--- config.mk ---
export PLATFORM = sky130hd
export DESIGN_NAME = traffic_light_monitor
export DESIGN_NICKNAME = d
export VERILOG_FILES = /design/src/rtl/traffic_light_monitor.sv
export SDC_FILE = /design/constraint.sdc
export NUM_CORES = 1
export LEC_CHECK = 0
export CAP_MARGIN = 30
export CORE_UTILIZATION = 30
export DETAILED_ROUTE_END_ITERATION = 12
export PLACE_DENSITY = 0.55
export SLEW_MARGIN = 40
export SYNTH_ARGS = -nofsm -noshare
export SYNTH_HDL_FRONTEND = slang
export SYNTH_SLANG_ARGS = --single-unit
--- constraint.sdc ---
create_clock -name clk -period 6.1 [get_ports clk]
set_input_delay 0.61 -clock clk [delete_from_list [all_inputs] [get_ports clk]]
set_output_delay 0.61 -clock clk [all_outputs]
set_load 0.005 [all_outputs]
--- src/rtl/traffic_light_monitor.sv ---
// rtl/traffic_light_monitor.sv - passive lamp legality, phase order and duration checker
// Decodes six lamp outputs into a phase, flags illegal lamps/sequences/durations, counts cycles.
module traffic_light_monitor #(
   parameter int TIME_W = 6,
   parameter int CNT_W  = 8,
   parameter int DUR_W  = 7
) (
   input  logic              clk,
   input  logic              rst_n,
   input  logic              HG,
   input  logic              HY,
   input  logic              HR,
   input  logic              FG,
   input  logic              FY,
   input  logic              FR,
   input  logic [TIME_W-1:0] ShortTime_i,
   input  logic [TIME_W-1:0] LongTime_i,
   input  logic              clr_i,
   output logic [1:0]        phase_o,
   output logic              phase_valid_o,
   output logic              err_lamp_o,
   output logic              err_seq_o,
   output logic              err_time_o,
   output logic [CNT_W-1:0]  cycle_count_o
);

   typedef enum logic {SYNC, TRACK} state_t;

   state_t            state, state_nxt;
   logic [5:0]        lamps;
   logic              legal;
   logic [1:0]        dec_phase, phase_nxt;
   logic [TIME_W-1:0] dec_exp, exp_dur, exp_nxt;
   logic [DUR_W-1:0]  dur, dur_nxt, exp_ext;
   logic              checked, checked_nxt, valid_nxt;
   logic              ev_lamp, ev_seq, ev_time, wrap;
   logic              lamp_nxt, seq_nxt, time_nxt;
   logic [CNT_W-1:0]  cnt_nxt;

   assign lamps   = {HG, HY, HR, FG, FY, FR};
   assign dec_exp = dec_phase[0] ? ShortTime_i : LongTime_i;
   assign exp_ext = DUR_W'(exp_dur);

   always_comb begin
      legal     = 1'b1;
      dec_phase = 2'd0;
      case (lamps)
         6'b100001: dec_phase = 2'd0;
         6'b010001: dec_phase = 2'd1;
         6'b001100: dec_phase = 2'd2;
         6'b001010: dec_phase = 2'd3;
         default:   legal     = 1'b0;
      endcase
   end

   always_comb begin
      state_nxt   = state;
      phase_nxt   = phase_o;
      valid_nxt   = phase_valid_o;
      dur_nxt     = dur;
      exp_nxt     = exp_dur;
      checked_nxt = checked;
      ev_lamp     = 1'b0;
      ev_seq      = 1'b0;
      ev_time     = 1'b0;
      wrap        = 1'b0;
      if (!legal) begin
         ev_lamp   = 1'b1;
         state_nxt = SYNC;
         valid_nxt = 1'b0;
      end else if (state == SYNC) begin
         // Start of this phase was not observed, so its length cannot be judged.
         state_nxt   = TRACK;
         valid_nxt   = 1'b1;
         phase_nxt   = dec_phase;
         dur_nxt     = DUR_W'(1);
         checked_nxt = 1'b0;
         exp_nxt     = dec_exp;
      end else if (dec_phase == phase_o) begin
         valid_nxt = 1'b1;
         if (checked && exp_dur != '0 && dur == exp_ext)
            ev_time = 1'b1;
         if (dur != '1)
            dur_nxt = dur + DUR_W'(1);
      end else if (dec_phase == phase_o + 2'd1) begin
         valid_nxt = 1'b1;
         if (checked && exp_dur != '0 && dur != exp_ext)
            ev_time = 1'b1;
         wrap        = (phase_o == 2'd3);
         phase_nxt   = dec_phase;
         dur_nxt     = DUR_W'(1);
         checked_nxt = 1'b1;
         exp_nxt     = dec_exp;
      end else begin
         valid_nxt   = 1'b1;
         ev_seq      = 1'b1;
         phase_nxt   = dec_phase;
         dur_nxt     = DUR_W'(1);
         checked_nxt = 1'b0;
         exp_nxt     = dec_exp;
      end
      // A clear on the same edge as an error event still leaves the flag set.
      lamp_nxt = (err_lamp_o & ~clr_i) | ev_lamp;
      seq_nxt  = (err_seq_o  & ~clr_i) | ev_seq;
      time_nxt = (err_time_o & ~clr_i) | ev_time;
      if (clr_i)
         cnt_nxt = '0;
      else if (wrap)
         cnt_nxt = cycle_count_o + CNT_W'(1);
      else
         cnt_nxt = cycle_count_o;
   end

   always_ff @(posedge clk or negedge rst_n) begin
      if (!rst_n) begin
         state         <= SYNC;
         phase_o       <= 2'd0;
         phase_valid_o <= 1'b0;
         err_lamp_o    <= 1'b0;
         err_seq_o     <= 1'b0;
         err_time_o    <= 1'b0;
         cycle_count_o <= '0;
         dur           <= '0;
         exp_dur       <= '0;
         checked       <= 1'b0;
      end else begin
         state         <= state_nxt;
         phase_o       <= phase_nxt;
         phase_valid_o <= valid_nxt;
         err_lamp_o    <= lamp_nxt;
         err_seq_o     <= seq_nxt;
         err_time_o    <= time_nxt;
         cycle_count_o <= cnt_nxt;
         dur           <= dur_nxt;
         exp_dur       <= exp_nxt;
         checked       <= checked_nxt;
      end
   end

endmodule

# Word level (Yosys, flattened, before mapping)
# Index checks and enable logic that the tools add are counted.
# word_totals
ff_bits,28
latchBits,0
ram_bits,0
mem_bits_ro,0
input_bits,21
out_inout_bits,14
mem_count,0
# op_classes
addsub,3
n_mul,0
div_mod_pow,0
order_cmp,0
n_eq_ne,12
shifts,0
n_mux,31
bitwise_logic,7
reduce_logical,8
# ops
cell,n
7-bit two-way mux,3
1-bit two-way mux,20
6-bit two-way mux,3
8-bit two-way mux,2
6-bit by 4-bit == test with 1-bit output (second input constant),2
8-bit by 1-bit adder with 8-bit output (second input constant),1
7-bit by 1-bit adder with 7-bit output (second input constant),1
7-bit by 6-bit == test with 1-bit output,1
7-bit by 6-bit inequality test with 1-bit output,1
7-bit inequality test (second input constant),1
6-bit by 5-bit == test with 1-bit output (second input constant),1
6-bit == test (second input constant),1
2-bit case mux with 3 select lines,1
6-bit nonzero test,1
2-bit == test,2
2-bit two-way mux,2
2-bit AND reduction,2
4-bit OR reduction,1
1-bit bitwise AND,3
1-bit logical AND,3
3-bit by 2-bit inequality test with 1-bit output (second input constant),1
1-bit bitwise OR,3
2-bit by 1-bit adder with 2-bit output (second input constant),1
2-bit == test (second input constant),1
other kinds (3),3

# Longest topological paths before layout
# depth
ltp_word,9
ltp_mapped,8
depth_no_buf,6

# Least setup slack after synthesis
# OpenSTA, ideal clock, no wires.
# synth_timing
path_kind,input -> register
from,in HY
to,reg cycle_count_o[6]
setup_ps,78
arrival_time_ps,2627
required_ps,6022
slack_ps,3396
stages,7
path_buffers,1
cell_sequence,or3b_1 > or3_1 > buf_2 > xnor2_2 > or4_1 > or3_1 > a21oi_1
# synth_via
elab_chain_cells,8
elab_cells_between_ends,14
# synth_rtl
item,line_no,rtl
from (decl),11,"input logic HY,"
6-bit by 4-bit == test with 1-bit output or 6-bit by 5-bit == test with 1-bit output (tied branches),47,case (lamps)
2-bit case mux with 3 select lines,47,
2-bit == test,85,end else if (dec_phase == phase_o + 2'd1) begin
1-bit two-way mux,85,
1-bit two-way mux,79,end else if (dec_phase == phase_o) begin
1-bit two-way mux,71,end else if (state == SYNC) begin
1-bit two-way mux *,67,if (!legal) begin
2-bit nonzero test (no source line) *,-,
to (signal assigned),133,cycle_count_o <= cnt_nxt;
to (decl),24,output logic [CNT_W-1:0] cycle_count_o
# Every way passes the cells marked *; elsewhere a longest branch is shown, timed or not.
# A chain may end at the register's enable or synchronous reset.

# Worst setup path after layout
# layout_timing
from,in HR
to,reg cycle_count_o[6]
# layout_via
elab_chain_cells,8
elab_cells_between_ends,14
# layout_rtl
item,line_no,rtl
from (decl),12,"input logic HR,"
6-bit by 4-bit == test with 1-bit output or 6-bit by 5-bit == test with 1-bit output (tied branches),47,
2-bit case mux with 3 select lines,47,
2-bit == test,85,
1-bit two-way mux,85,
1-bit two-way mux,79,
1-bit two-way mux,71,
1-bit two-way mux *,67,
2-bit nonzero test (no source line) *,-,
# Marks and branches as above.

==> out/qor.csv <==
stage,metric,value,unit
synthesis,post_synth_xor_area_fraction,0.1248,
route,wl_per_cell,14.01,microns
synthesis,synth_fa_ha_area_frac,0.02355,
setup_path,crit_slowest_cell,sky130_fd_sc_hd__or4_1,
synthesis,postSynthNetCount,181,
timing,postLayoutSetupSlackWorst,2.976,ns
global_route,first_pass_grt_wire_length,6016,microns
synthesis,yosys_register_bits,28,
timing,count_of_final_setup_violators,0,
route,routed_via_density,4.981,
layout,finish.net_count,217,
layout,post_route_cells_drive_above_1_share,0.06806,
route,post-route-drc-count,0,
setup_path,worst-endpoint-required,6.29,ns
clock_tree,cts_tree,built,
timing,tns,0,ns
global_route,maximum_number_of_pins_on_one_net_before_global_route_repair,29,
pwr,largest_vdd_supply_drop,0.07540,mV
setup_path,path_cells,clkdlybuf4s50_1 -> or3b_1 -> or3_1 -> xnor2_2 -> or4_1 -> or3_1 -> a21oi_1,
timing,timing.slew.headroom,0.5801,
synthesis,ys_seq_area_frac,0.4396,
floorplanning,top_ports,35,
clock_tree,post-cts-setup-buffers,0,
layout,final_common_cell,sky130_fd_sc_hd__clkdlybuf4s50_1,
clock_tree,insertion_delay,0.27,ns
synthesis,synthArstFlopShare,1.000,
timing,finClkSkew,0.002341,ns
timing,period_needed,3.124,ns
timing,final-hold-violation-count,0,
synthesis,mux_share_of_post_synthesis_cell_area,0.05024,
setup_path,worstSetupPathType,primary input to register,
timing,tightestPinTransition,0.6200,ns
floorplanning,chipHeight,74.90,microns
global_route,first_global_vias,1290,
synthesis,synthSimpleGateAreaFrac,0.2221,
pwr,power.leakage,0.8636,nW
setup_path,path_max_fanout,8,
min_path,hp-class,register to register,
floorplanning,fp.dieArea,5609,sq um
synthesis,synth_warnings,0,
synthesis,post_synth_instance_area,1594,sq um
placement,pre_cts_slack,2.697,ns
timing,min_period_over_period,0.5122,
clock_tree,clock_tree_root_buffer_cell,sky130_fd_sc_hd__clkbuf_8,
clock_tree,post_cts.resized_instances,0,
layout,area_grow_syn2layout,29.28,%
status,outcome,"finished, final reports clean",
global_route,global_route.usage.total,0.1415,
route,drt_wl_total,3657,microns
synthesis,synth_cells,157,
clock_tree,clock-sinks,28,
synthesis,netlist.top_cell.by_area,sky130_fd_sc_hd__dfrtp_1,
timing,report.final.slew_viol_count,0,
clock_tree,htreeDepth,1,
floorplanning,die_x,74.90,microns
global_route,initial_antenna_violation_count,0,
route,detail_route.first_pass.iterations,4,
timing,fmaxAchievable,320.1,MHz
setup_path,worstPathArrival,3.32,ns
synthesis,ys_dominant_reg_cell,sky130_fd_sc_hd__dfrtp_1,
floorplanning,coreArea,5107,sq um
synthesis,synth_top_cell_area_share,0.4396,
pwr,power_per_cell_area,215.8,nW/um^2
synthesis,synth.avg_cell_area,10.15,sq um
floorplanning,rows,26,
placement,io_buffer_count,34,
setup_path,worstSetupStartpointType,primary input,
floorplanning,floorplan.initialDensity,0.3121,
layout,commonest_cells_after_routing_fill_and_taps_aside,"sky130_fd_sc_hd__clkdlybuf4s50_1 (34), sky130_fd_sc_hd__dfrtp_1 (28), sky130_fd_sc_hd__nor2_1 (19)",
clock_tree,clkSlewWorstSetupHoldPaths,0.09,ns
synthesis,ys_types,41,
clock_tree,hold_fix_buffers_at_cts,0,
setup_path,cpMostUsedCell,sky130_fd_sc_hd__or3_1,
clock_tree,clock_tree.buffer_depth,2,
synthesis,main_combinational_cell_family_by_area_after_synthesis,simple AND/OR/NAND/NOR gates,
setup_path,timing.critical_path.to_type,register,
timing,unrepaired_setup_endpoints_after_global_routing,false,
setup_path,delay_of_the_slowest_cell_on_the_worst_path,0.55,ns
clock_tree,cts_inserted_buffers,3,
synthesis,synth_edf_count,0,
route,antenna_left,0,
placement,gpl.final_weighted_congestion,0.8372,
synthesis,synth-compound-area-share,0.1091,
route,num_vias,1300,
global_route,grt_overflow,0,
layout,n_antenna_cell,0,
synthesis,yosys-top-cells-area,"sky130_fd_sc_hd__dfrtp_1 (44%), sky130_fd_sc_hd__xnor2_1 (6.6%), sky130_fd_sc_hd__mux2i_1 (5.0%), sky130_fd_sc_hd__nor2_1 (4.5%), sky130_fd_sc_hd__xor2_1 (3.8%)",
route,detail_route.iter0.violations,84,
placement,detailed_place_hpwl,2671,microns
flow_run,max-cap-violations,0,
power by group:
group          internal [mW]  total [mW]  switching (mW)
clock                 0.0443      0.0988          0.0545
sequential             0.205       0.230          0.0242
combinational         0.0591       0.116          0.0572
cell families (layout without fill, tap and decap cells):
| group | after synthesis | after routing |
|---|---|---|
| DFF | 28 | 28 |
| buffers and inverters | 10 | 44 |
| xor gates and xnor gates | 21 | 21 |
| adders and majority gates | 3 | 3 |
| and+or+nand+nor | 62 | 62 |
| muxes | 8 | 8 |
| AOI/OAI and AO/OA | 25 | 25 |
routing by layer:
metal,wire length (microns),share of wire,global-route usage
met5,0,0,0
met3,118,0.032,0.01606
met1,1750,0.48,0.1970
met4,38,0.010,0.05031
met2,1749,0.48,0.2282
per-stage QoR:
step	cell area [sq um]	hold slack (ns)	util	power (mW)	cells
after floorplan	1594	0.3144	-	0.3030	157
after global placement	2007	0.4661	0.3929	0.3425	258
after detailed placement	2007	0.4820	0.3929	0.3472	258
after CTS	2048	0.5098	0.4010	0.4493	261
after global routing	2061	0.5286	0.4035	0.4721	261
final	2061	0.5059	0.4035	0.4446	261
final timing paths:
kind / start / to / slack, ns / cells past startpoint
worst max-delay path: HR / cycle_count_o[6]$_DFFE_PN0P_ / 2.98 / 7
worst min-delay path: err_seq_o$_DFF_PN0_ / err_seq_o$_DFF_PN0_ / 0.51 / 1
worst max register to register: phase_o[0]$_DFFE_PN0P_ / cycle_count_o[6]$_DFFE_PN0P_ / 3.96 / 5
worst min register to register: err_seq_o$_DFF_PN0_ / err_seq_o$_DFF_PN0_ / 0.51 / 1
max in group asynchronous: rst_n / dur[3]$_DFFE_PN0P_ / 5.12 / 2
min in group asynchronous: rst_n / cycle_count_o[0]$_DFFE_PN0P_ / 0.72 / 2
synthesized netlist by cell type, types with 2 or more instances:
cell type,number
sky130_fd_sc_hd__dfrtp_1,28
sky130_fd_sc_hd__nor2_1,19
sky130_fd_sc_hd__xnor2_1,12
sky130_fd_sc_hd__a21oi_1,9
sky130_fd_sc_hd__mux2i_1,8
sky130_fd_sc_hd__nand2_1,8
sky130_fd_sc_hd__xor2_1,7
sky130_fd_sc_hd__inv_1,5
sky130_fd_sc_hd__nand4_1,5
sky130_fd_sc_hd__nor4_1,5
sky130_fd_sc_hd__or3_1,4
sky130_fd_sc_hd__and3_1,3
sky130_fd_sc_hd__buf_2,3
sky130_fd_sc_hd__ha_1,3
sky130_fd_sc_hd__nand3_1,3
sky130_fd_sc_hd__o21ai_0,3
sky130_fd_sc_hd__or4_1,3
sky130_fd_sc_hd__and4bb_1,2
sky130_fd_sc_hd__nor3_1,2
sky130_fd_sc_hd__o31ai_1,2
sky130_fd_sc_hd__or3b_1,2
sky130_fd_sc_hd__xnor2_2,2
flip-flops by register name (all words and copies together) (netlist names):
signal         count
exp_dur            6
checked            1
err_seq_o          1
err_time_o         1
err_lamp_o         1
cycle_count_o      8
phase_o            2
state              1
dur                7
layout make-up:
type | count | area, sq um
fillers | 515 | 3047
repair buffers | 36 | 355.3
clock buffers | 3 | 41.29
inverters | 5 | 18.77
well taps | 70 | 87.58
multi-input cells | 119 | 857.1
flip-flops and latches | 28 | 700.7
critical path, delay by kind of cell:
family	cells	cell delay [ns]
AO/OA/AOI/OAI	1	0.14
AND/OR/NAND/NOR	4	1.81
buffers and inverters	1	0.51
XOR/XNOR	1	0.25
Note: power is estimated with default switching activity, not from simulation.
